==> src/rtl/conv3x3_engine_pkg.sv <==
// Shared geometry, widths, FSM encoding and the output clamp for the 3x3 convolution engine.
package conv3x3_engine_pkg;

    localparam int IMG_N = 6;
    localparam int K     = 3;
    localparam int WGT_W = 4;
    localparam int ACC_W = 8;
    localparam int OUT_W = 4;
    localparam int OUT_N = IMG_N - K + 1;
    localparam int TAPS  = K * K;
    localparam int NRES  = OUT_N * OUT_N;
    localparam int IDX_W = 4;
    localparam int TAP_W = 4;
    localparam int POS_W = 2;

    typedef enum logic [1:0] {
        ST_IDLE = 2'd0,
        ST_MAC  = 2'd1,
        ST_EMIT = 2'd2,
        ST_DONE = 2'd3
    } state_t;

    localparam logic signed [ACC_W-1:0] SAT_MAX = ACC_W'((1 << OUT_W) - 1);

    // ReLU followed by saturation to the unsigned result range.
    function automatic logic [OUT_W-1:0] relu_sat(input logic signed [ACC_W-1:0] s);
        if (s < 0)
            return '0;
        else if (s > SAT_MAX)
            return '1;
        else
            return s[OUT_W-1:0];
    endfunction

endpackage

==> src/rtl/conv3x3_engine_tap_sel.sv <==
// Combinational selection of the image pixel and kernel weight addressed by (orow, ocol, tap).
module conv3x3_engine_tap_sel
    import conv3x3_engine_pkg::*;
(
    input  logic [IMG_N*IMG_N-1:0]  img,
    input  logic [K*K*WGT_W-1:0]    kernel,
    input  logic [POS_W-1:0]        orow,
    input  logic [POS_W-1:0]        ocol,
    input  logic [TAP_W-1:0]        tap,
    output logic                    pix,
    output logic signed [WGT_W-1:0] wgt
);

    logic [WGT_W-1:0] w_arr [TAPS];
    logic [1:0]       kr;
    logic [1:0]       kc;
    logic [2:0]       row;
    logic [2:0]       col;
    logic [5:0]       pidx;

    generate
        for (genvar gi = 0; gi < TAPS; gi++) begin : g_unpack
            assign w_arr[gi] = kernel[gi*WGT_W +: WGT_W];
        end
    endgenerate

    // Decode tap into kernel row/column, then address the pixel and weight.
    always_comb begin
        kr  = '0;
        kc  = '0;
        wgt = '0;
        for (int i = 0; i < TAPS; i++) begin
            if (tap == TAP_W'(i)) begin
                kr  = 2'(i / K);
                kc  = 2'(i % K);
                wgt = w_arr[i];
            end
        end
        row  = {1'b0, orow} + {1'b0, kr};
        col  = {1'b0, ocol} + {1'b0, kc};
        pidx = 6'(row) * 6'(IMG_N) + 6'(col);
        pix  = img[pidx];
    end

endmodule

==> src/rtl/conv3x3_engine.sv <==
// Sequential 3x3 valid-mode convolution over a latched 6x6 binary image, one MAC per cycle,
// results streamed out in raster order over a valid/ready port.
module conv3x3_engine
    import conv3x3_engine_pkg::*;
(
    input  logic                   clk,
    input  logic                   rst,
    input  logic                   start,
    input  logic [IMG_N*IMG_N-1:0] img_in,
    input  logic [K*K*WGT_W-1:0]   kernel_in,
    output logic                   busy,
    output logic                   out_valid,
    input  logic                   out_ready,
    output logic [OUT_W-1:0]       out_data,
    output logic [IDX_W-1:0]       out_idx,
    output logic                   done
);

    state_t                   state_reg, state_next;
    logic [IMG_N*IMG_N-1:0]   img_reg;
    logic [K*K*WGT_W-1:0]     ker_reg;
    logic signed [ACC_W-1:0]  acc_reg;
    logic [TAP_W-1:0]         tap_reg;
    logic [POS_W-1:0]         orow_reg;
    logic [POS_W-1:0]         ocol_reg;
    logic [OUT_W-1:0]         out_data_reg;
    logic [IDX_W-1:0]         out_idx_reg;

    logic                     pix;
    logic signed [WGT_W-1:0]  wgt;
    logic signed [ACC_W-1:0]  wgt_ext;
    logic signed [ACC_W-1:0]  acc_sum;
    logic                     last_tap;
    logic                     last_res;

    conv3x3_engine_tap_sel u_tap_sel (
        .img    (img_reg),
        .kernel (ker_reg),
        .orow   (orow_reg),
        .ocol   (ocol_reg),
        .tap    (tap_reg),
        .pix    (pix),
        .wgt    (wgt)
    );

    assign wgt_ext  = {{(ACC_W-WGT_W){wgt[WGT_W-1]}}, wgt};
    assign acc_sum  = acc_reg + (pix ? wgt_ext : '0);
    assign last_tap = (tap_reg == TAP_W'(TAPS - 1));
    assign last_res = (out_idx_reg == IDX_W'(NRES - 1));

    assign busy      = (state_reg != ST_IDLE);
    assign out_valid = (state_reg == ST_EMIT);
    assign done      = (state_reg == ST_DONE);
    assign out_data  = out_data_reg;
    assign out_idx   = out_idx_reg;

    // State register.
    always_ff @(posedge clk) begin
        if (rst)
            state_reg <= ST_IDLE;
        else
            state_reg <= state_next;
    end

    // Next-state logic; DONE always returns to IDLE so a start there is never taken.
    always_comb begin
        state_next = state_reg;
        case (state_reg)
            ST_IDLE: if (start)     state_next = ST_MAC;
            ST_MAC:  if (last_tap)  state_next = ST_EMIT;
            ST_EMIT: if (out_ready) state_next = last_res ? ST_DONE : ST_MAC;
            ST_DONE:                state_next = ST_IDLE;
            default:                state_next = ST_IDLE;
        endcase
    end

    // Datapath: frame latch, tap/position counters, accumulator and result register.
    always_ff @(posedge clk) begin
        if (rst) begin
            img_reg      <= '0;
            ker_reg      <= '0;
            acc_reg      <= '0;
            tap_reg      <= '0;
            orow_reg     <= '0;
            ocol_reg     <= '0;
            out_data_reg <= '0;
            out_idx_reg  <= '0;
        end else begin
            case (state_reg)
                ST_IDLE: begin
                    if (start) begin
                        img_reg  <= img_in;
                        ker_reg  <= kernel_in;
                        acc_reg  <= '0;
                        tap_reg  <= '0;
                        orow_reg <= '0;
                        ocol_reg <= '0;
                    end
                end
                ST_MAC: begin
                    acc_reg <= acc_sum;
                    if (last_tap) begin
                        tap_reg      <= '0;
                        out_data_reg <= relu_sat(acc_sum);
                        out_idx_reg  <= {orow_reg, ocol_reg};
                    end else begin
                        tap_reg <= tap_reg + 1'b1;
                    end
                end
                ST_EMIT: begin
                    // 2-bit column counter wraps 3->0 on its own; row advances on that wrap.
                    if (out_ready && !last_res) begin
                        acc_reg  <= '0;
                        ocol_reg <= ocol_reg + 1'b1;
                        if (ocol_reg == POS_W'(OUT_N - 1))
                            orow_reg <= orow_reg + 1'b1;
                    end
                end
                default: ;
            endcase
        end
    end

endmodule
==> config.mk <==
export PLATFORM = sky130hd
export DESIGN_NAME = conv3x3_engine
export DESIGN_NICKNAME = d
export VERILOG_FILES = /design/src/rtl/conv3x3_engine_pkg.sv /design/src/rtl/conv3x3_engine_tap_sel.sv /design/src/rtl/conv3x3_engine.sv
export SDC_FILE = /design/constraint.sdc
export NUM_CORES = 1
export LEC_CHECK = 0
export ABC_AREA = 0
export CAP_MARGIN = 20
export CORE_MARGIN = 3
export CORE_UTILIZATION = 48
export CTS_CLUSTER_DIAMETER = 30
export CTS_CLUSTER_SIZE = 12
export DETAILED_ROUTE_END_ITERATION = 8
export PLACE_DENSITY = 0.87
export SYNTH_ARGS = -nofsm -noshare
export SYNTH_HDL_FRONTEND = slang
export SYNTH_SLANG_ARGS = --single-unit
export TNS_END_PERCENT = 20
==> constraint.sdc <==
create_clock -name clk -period 6 [get_ports clk]
set_clock_uncertainty 0.1 [all_clocks]
set_input_delay 1.2 -clock clk [delete_from_list [all_inputs] [get_ports clk]]
set_output_delay 1.2 -clock clk [all_outputs]
set_load 0.01 [all_outputs]
==> results.txt, run 1 <==
CP Launch Type = flop
Top cells by count, synth = 181 x nand2_1, 109 x a21oi_1, 98 x dfxtp_1
Port Buf Inserts = 86
Final nets = 817
Gr usage total = 21.80%
First-pass GRT wire length = 20.57 mm
Most area-consuming cells after synthesis = dfxtp_1 39%, nand2_1 13%, a21oi_1 11%
Die H = 108.5 um
Outcome = finished clean
Core ar. = 10000 um^2
Largest net degree at the start of global routing = 101
DR DRC count = 0
Initial DRC Count = 404
Cells after Synth = 642
Synthesis-stage register bit count = 98
Crit path kind = flop to flop
CP Max Fanout = 4
Worst min-delay path startpoint = ker_reg[35]
Max Cap Viol = 0
Final setup violation count = 0
CTS sink count = 98
Main flop type after synthesis = dfxtp_1
Worst slew pin tran = 1.028 ns
Worst hold stages = 2
Initial antenna violation count = 0
Placed cells = 830
Later-pin clock latency in the skew report = 0.37 ns
Fraction of layout cells with a size suffix above 1 = 12.19%
PD cells = 212.4 nW/um^2
CTS root buf = clkbuf_8
Vias per cell = 5.530
Count of final max-slew check failures = 0
FMAX = 170.4 MHz
Worst rel slew slack = 31.44%
Total routed wirelength = 13.10 mm
Peak VDD IR = 0.0001384 V
Number of enable flip-flop cells after synthesis = 0
Placer Congestion = 0.8422
Reg2Reg Setup Slack = 0.13 ns
Fin crit period = 5.869 ns
Antenna diodes = 0
Vias in the first global route = 4,412
Tot Pwr = 1.367 mW
CTS max path bufs = 2
Die X = 108.5 um
Placed Area = 6026 um^2
Library cells used by synthesis = 59
Crit end category = flop
Hold Path Class = flop to flop
Routed Antenna Nets = 0
Reg2reg start = tap_reg[0]
Pleak = 2.434 nW
Final-report hold violation count = 0
Area Growth Syn to Fin = 27.54%
H-tree levels = 3
Most common cell in the netlist = nand2_1
Num CTS Buffers = 9
Worst Path Arrival = 6.05 ns
Reg clk slew, reported paths = 0.09 ns
R2r endpoint = out_data[2]
FF-to-FF path depth = 25
Yosys top cell area share = 38.87%
Post-synthesis sequential area ratio = 38.87%
Core Util, Final = 64.38%
Die area = 11,780 um^2
Vias = 4,728
Post-synth ARST share = 0%
# IOs = 87
Synth area leader = dfxtp_1
Drt first pass iters = 5
Final instance area = 6437 um^2
Crit share post-route = 97.82%
Hpwl dp = 8.859 mm
Setup slack at placement = -0.09739 ns
Hold-critical path endpoint = ker_reg[35]
Slowest-stage cell, CP = fa_1
# rows = 36
Grt total ovfl = 0
Syn Area/Cell = 7.862 um^2
Layout Cells excl Fill = 855
Mapped Nets = 741
Starting Density = 50.48%
Final worst setup slack = 0.1310 ns
YS warnings = 0
Mapped Area = 5047 um^2
CTS tree = done
WL/cell = 15.32 um
Data required time at the worst endpoint = 6.18 ns
CP max stage delay = 0.45 ns
how the worst max path moves through the flow:
stage | startpoint | cells after the start | end | slack (ns)
2_1_floorplan | tap_reg[1] | 26 | out_data[3] | 0.002
3_3_place_gp | tap_reg[0] | 25 | out_data[2] | 0.20
3_5_place_dp | tap_reg[0] | 25 | out_data[2] | -0.1
4_1_cts | tap_reg[0] | 25 | out_data[1] | 0.01
5_1_grt | tap_reg[0] | 25 | out_data[3] | -0.10
6_report | tap_reg[0] | 25 | out_data[2] | 0.13
worst max-delay path: cells and delay by family, from the launching register on:
| kind | cells | cell delay [ns] |
|---|---|---|
| AOI/OAI and AO/OA | 11 | 2.07 |
| adders and majority gates | 5 | 1.55 |
| buffers and inverters | 3 | 0.35 |
| DFF | 1 | 0.38 |
| muxes | 2 | 0.53 |
| and+or+nand+nor | 4 | 0.80 |
final cells by class:
cell class                 count  area (um^2)
clock buffer                  10        127.6
sequential                    98         1969
fill                         815         3562
clock inverter                 5        80.08
tap                          133        166.4
timing repair buffer         110         1036
inverter                      17        63.81
multi-input combinational    482         2994
kinds of logic (layout without fill, tap and decap cells):
family,count (synthesis),after routing,synth area share (%)
AND/OR/NAND/NOR,269,269,22.26
AO/OA/AOI/OAI,165,165,20.03
flip-flops,98,98,38.87
buffers and inverters,62,142,4.834
adder cells (fa/ha/maj),24,24,6.668
multiplexers,16,16,5.949
XOR/XNOR,8,8,1.388
routing by layer:
layer  up-vias  wire length (um)  track usage (%)
li1       2343                 -                -
met1      2244              5667            27.87
met2       120              6713            37.07
met3        21               451            3.343
met4         0               269            8.296
met5         -                 0                0
report_power, final:
| group | switching [mW] | internal (mW) | total (mW) |
|---|---|---|---|
| logic | 0.108 | 0.102 | 0.211 |
| clock network | 0.224 | 0.232 | 0.456 |
| registers | 0.0180 | 0.683 | 0.701 |
| total | 0.350 | 1.02 | 1.37 |
metrics by stage:
| step | hold WS, ns | setup TNS, ns |
|---|---|---|
| 4_1_cts | 0.3570 | 0 |
| 3_5_place_dp | 0.3437 | -0.3653 |
| 2_1_floorplan | 0.3315 | 0 |
| 6_report | 0.3575 | 0 |
| 5_1_grt | 0.3782 | -0.4396 |
| 3_3_place_gp | 0.3387 | 0 |
repair_timing:
| action | in CTS | in global routing |
|---|---|---|
| pin swaps | 4 | 14 |
| buffers inserted | 2 | 8 |
| gates cloned | 0 | 0 |
| setup endpoints to repair | 5 | 6 |
| hold buffers | 0 | 0 |
| gates resized for setup | 7 | 21 |
cells in the final DEF, fill, tap and decap left out, types with 7 or more instances in the layout:
| cell | synthesis | final |
|---|---|---|
| nand2_1 | 181 | 180 |
| a21oi_1 | 109 | 108 |
| dfxtp_1 | 98 | 96 |
| clkdlybuf4s50_1 | 0 | 85 |
| nor2_1 | 43 | 41 |
| buf_4 | 0 | 24 |
| inv_1 | 16 | 15 |
| ha_1 | 18 | 13 |
| clkbuf_8 | 0 | 9 |
| a221oi_2 | 0 | 8 |
| nand2b_1 | 8 | 7 |
Note: power is estimated with default switching activity, not from simulation.
==> run 2, diff against run 1 <==
Settings changed: ABC_CLOCK_PERIOD_IN_PS set to 6000.
==> results of run 2 <==
The final DEF is identical to that of run 1; final timing and power are the same.
==> run 3, diff against run 2 <==
Settings changed: PLACE_DENSITY 0.87 to not set, PLACE_DENSITY_LB_ADDON set to 0.15.
==> run 3 against run 2 <==
  * Combinational power hardly changed
  * Sequential share of layout area barely moved
  * Clock-buffer cell count rose by 2
  * Hold slack worse by 0.0025 ns
  * Core utilization about the same
  * Largest cell class unchanged
  * Largest power group unchanged
  * Die area stayed put
  * Routed wire length shrank 8.8%
  * Cell area about the same
  * Critical path depth up 1
  * Sequential power is essentially flat
  * Maximum frequency rose by 2.1%
  * Sequential cell count stayed put
==> results.txt, run 3 (same netlist as run 1, synthesis figures left out) <==
Fin crit period = 5.749 ns
Reg2reg start = tap_reg[1]
Vias in the first global route = 4,216
Leading cell type in the layout, fill and taps excluded = nand2_1
Final-report hold violation count = 0
Die area = 11,780 um^2
Die H = 108.5 um
Total routed wirelength = 11.95 mm
Final worst setup slack = 0.2510 ns
# IOs = 87
Final setup violation count = 0
First-pass GRT wire length = 19.33 mm
Pleak = 2.437 nW
FF-to-FF path depth = 26
DR DRC count = 0
Worst slew pin tran = 1.045 ns
Core ar. = 10000 um^2
Vias per cell = 5.381
H-tree levels = 3
Hold Path Class = flop to flop
Routed Antenna Nets = 0
Hpwl dp = 8.295 mm
Drt first pass iters = 5
Num CTS Buffers = 9
Peak VDD IR = 0.0001037 V
Count of final max-slew check failures = 0
Final instance area = 6439 um^2
Final hold slack = 0.3549 ns
Reg2Reg Setup Slack = 0.25 ns
Placed Area = 6033 um^2
Antenna diodes = 0
Crit share post-route = 95.82%
Launch point of the critical path = tap_reg[1]
Grt total ovfl = 0
CTS max path bufs = 2
CP Max Fanout = 10
Vias = 4,601
Initial DRC Count = 273
Placer Congestion = 0.8520
Die X = 108.5 um
Setup slack at placement = -0.06250 ns
WL/cell = 13.98 um
Initial antenna violation count = 0
Setup TNS = 0 ns
CTS sink count = 98
Area Growth Syn to Fin = 27.57%
Most frequent cells in the layout = 179 x nand2_1, 108 x a21oi_1, 96 x dfxtp_1, 85 x clkdlybuf4s50_1, 40 x nor2_1
Worst rel slew slack = 30.34%
FMAX = 173.9 MHz
CTS root buf = clkbuf_8
Crit end category = flop
# rows = 36
Final nets = 816
Setup crit end = out_data[1]
Starting Density = 50.48%
Fraction of layout cells with a size suffix above 1 = 12.33%
Max Cap Viol = 0
Gr usage total = 20.34%
R2r endpoint = out_data[1]
Largest net degree at the start of global routing = 101
Reg clk slew, reported paths = 0.10 ns
PD cells = 210.0 nW/um^2
CTS tree = done
Outcome = finished clean
Later-pin clock latency in the skew report = 0.37 ns
Data required time at the worst endpoint = 6.17 ns
Worst hold stages = 2
CP Launch Type = flop
Crit path kind = flop to flop
Port Buf Inserts = 86
Worst Path Arrival = 5.92 ns
[run 3: worst min-delay path by stage]
stage / from / end / slack, ns
after floorplan: img_reg[17] / img_reg[17] / 0.33
after global placement: img_reg[1] / img_reg[1] / 0.34
after detailed placement: img_reg[16] / img_reg[16] / 0.34
after CTS: img_reg[16] / img_reg[16] / 0.36
after global routing: img_reg[22] / img_reg[22] / 0.38
final: img_reg[16] / img_reg[16] / 0.35
[run 3: repair_timing]
action / in CTS / in global routing
endpoints found under the setup margin: 5 / 6
gates resized for setup: 6 / 25
hold buffers: 0 / 0
buffers inserted: 0 / 8
pin swaps: 0 / 20
[run 3: critical path, cell delays in order, from the launching register on]
cell	delay, ns
dfxtp_4	0.39
inv_1	0.07
ha_1	0.20
buf_4	0.18
nand2_2	0.10
nor2_2	0.04
a21o_1	0.18
fa_1	0.49
ha_2	0.22
inv_1	0.06
fa_2	0.44
nand2b_4	0.16
o21a_1	0.21
or3b_4	0.42
a211oi_4	0.25
o21ai_2	0.12
nor2_2	0.15
ha_1	0.24
a21o_1	0.19
a21o_1	0.18
a21oi_2	0.16
buf_4	0.14
xnor2_1	0.17
nor3_1	0.10
mux2i_2	0.33
a221oi_2	0.12
a221oi_2	0.25
[run 3: layout make-up]
class                   instances  area [um^2]
repair buffers                109         1028
flip-flops and latches         98         1969
clock buffers                  12        145.1
inverters                      17        63.81
multi-input cells             482         3007
clock inverters                 4        58.81
well taps                     133        166.4
fillers                       908         3561
[run 3: stage by stage]
stage | total power [mW] | cells | utilization, %
after floorplan | 0.8341 | 642 | -
after global placement | 0.9142 | 831 | 60.34
after detailed placement | 0.9190 | 831 | 60.34
after CTS | 1.355 | 847 | 62.64
after global routing | 1.411 | 855 | 64.39
final | 1.352 | 855 | 64.39
[run 3: report_power, final]
part | total, mW | leakage, nW | switching, mW | internal (mW)
Combinational | 0.209 | 1.53 | 0.107 | 0.102
Sequential | 0.700 | 0.803 | 0.0173 | 0.683
Clock | 0.443 | 0.103 | 0.233 | 0.210
Total | 1.35 | 2.44 | 0.358 | 0.994
[run 3: metal layers]
layer,up-vias,global-route usage (%),share of wire [%]
li1,2335,-,-
met1,2146,27.95,46
met2,105,32.74,47
met3,15,3.522,5.2
met4,0,6.222,1.5
met5,-,0,0
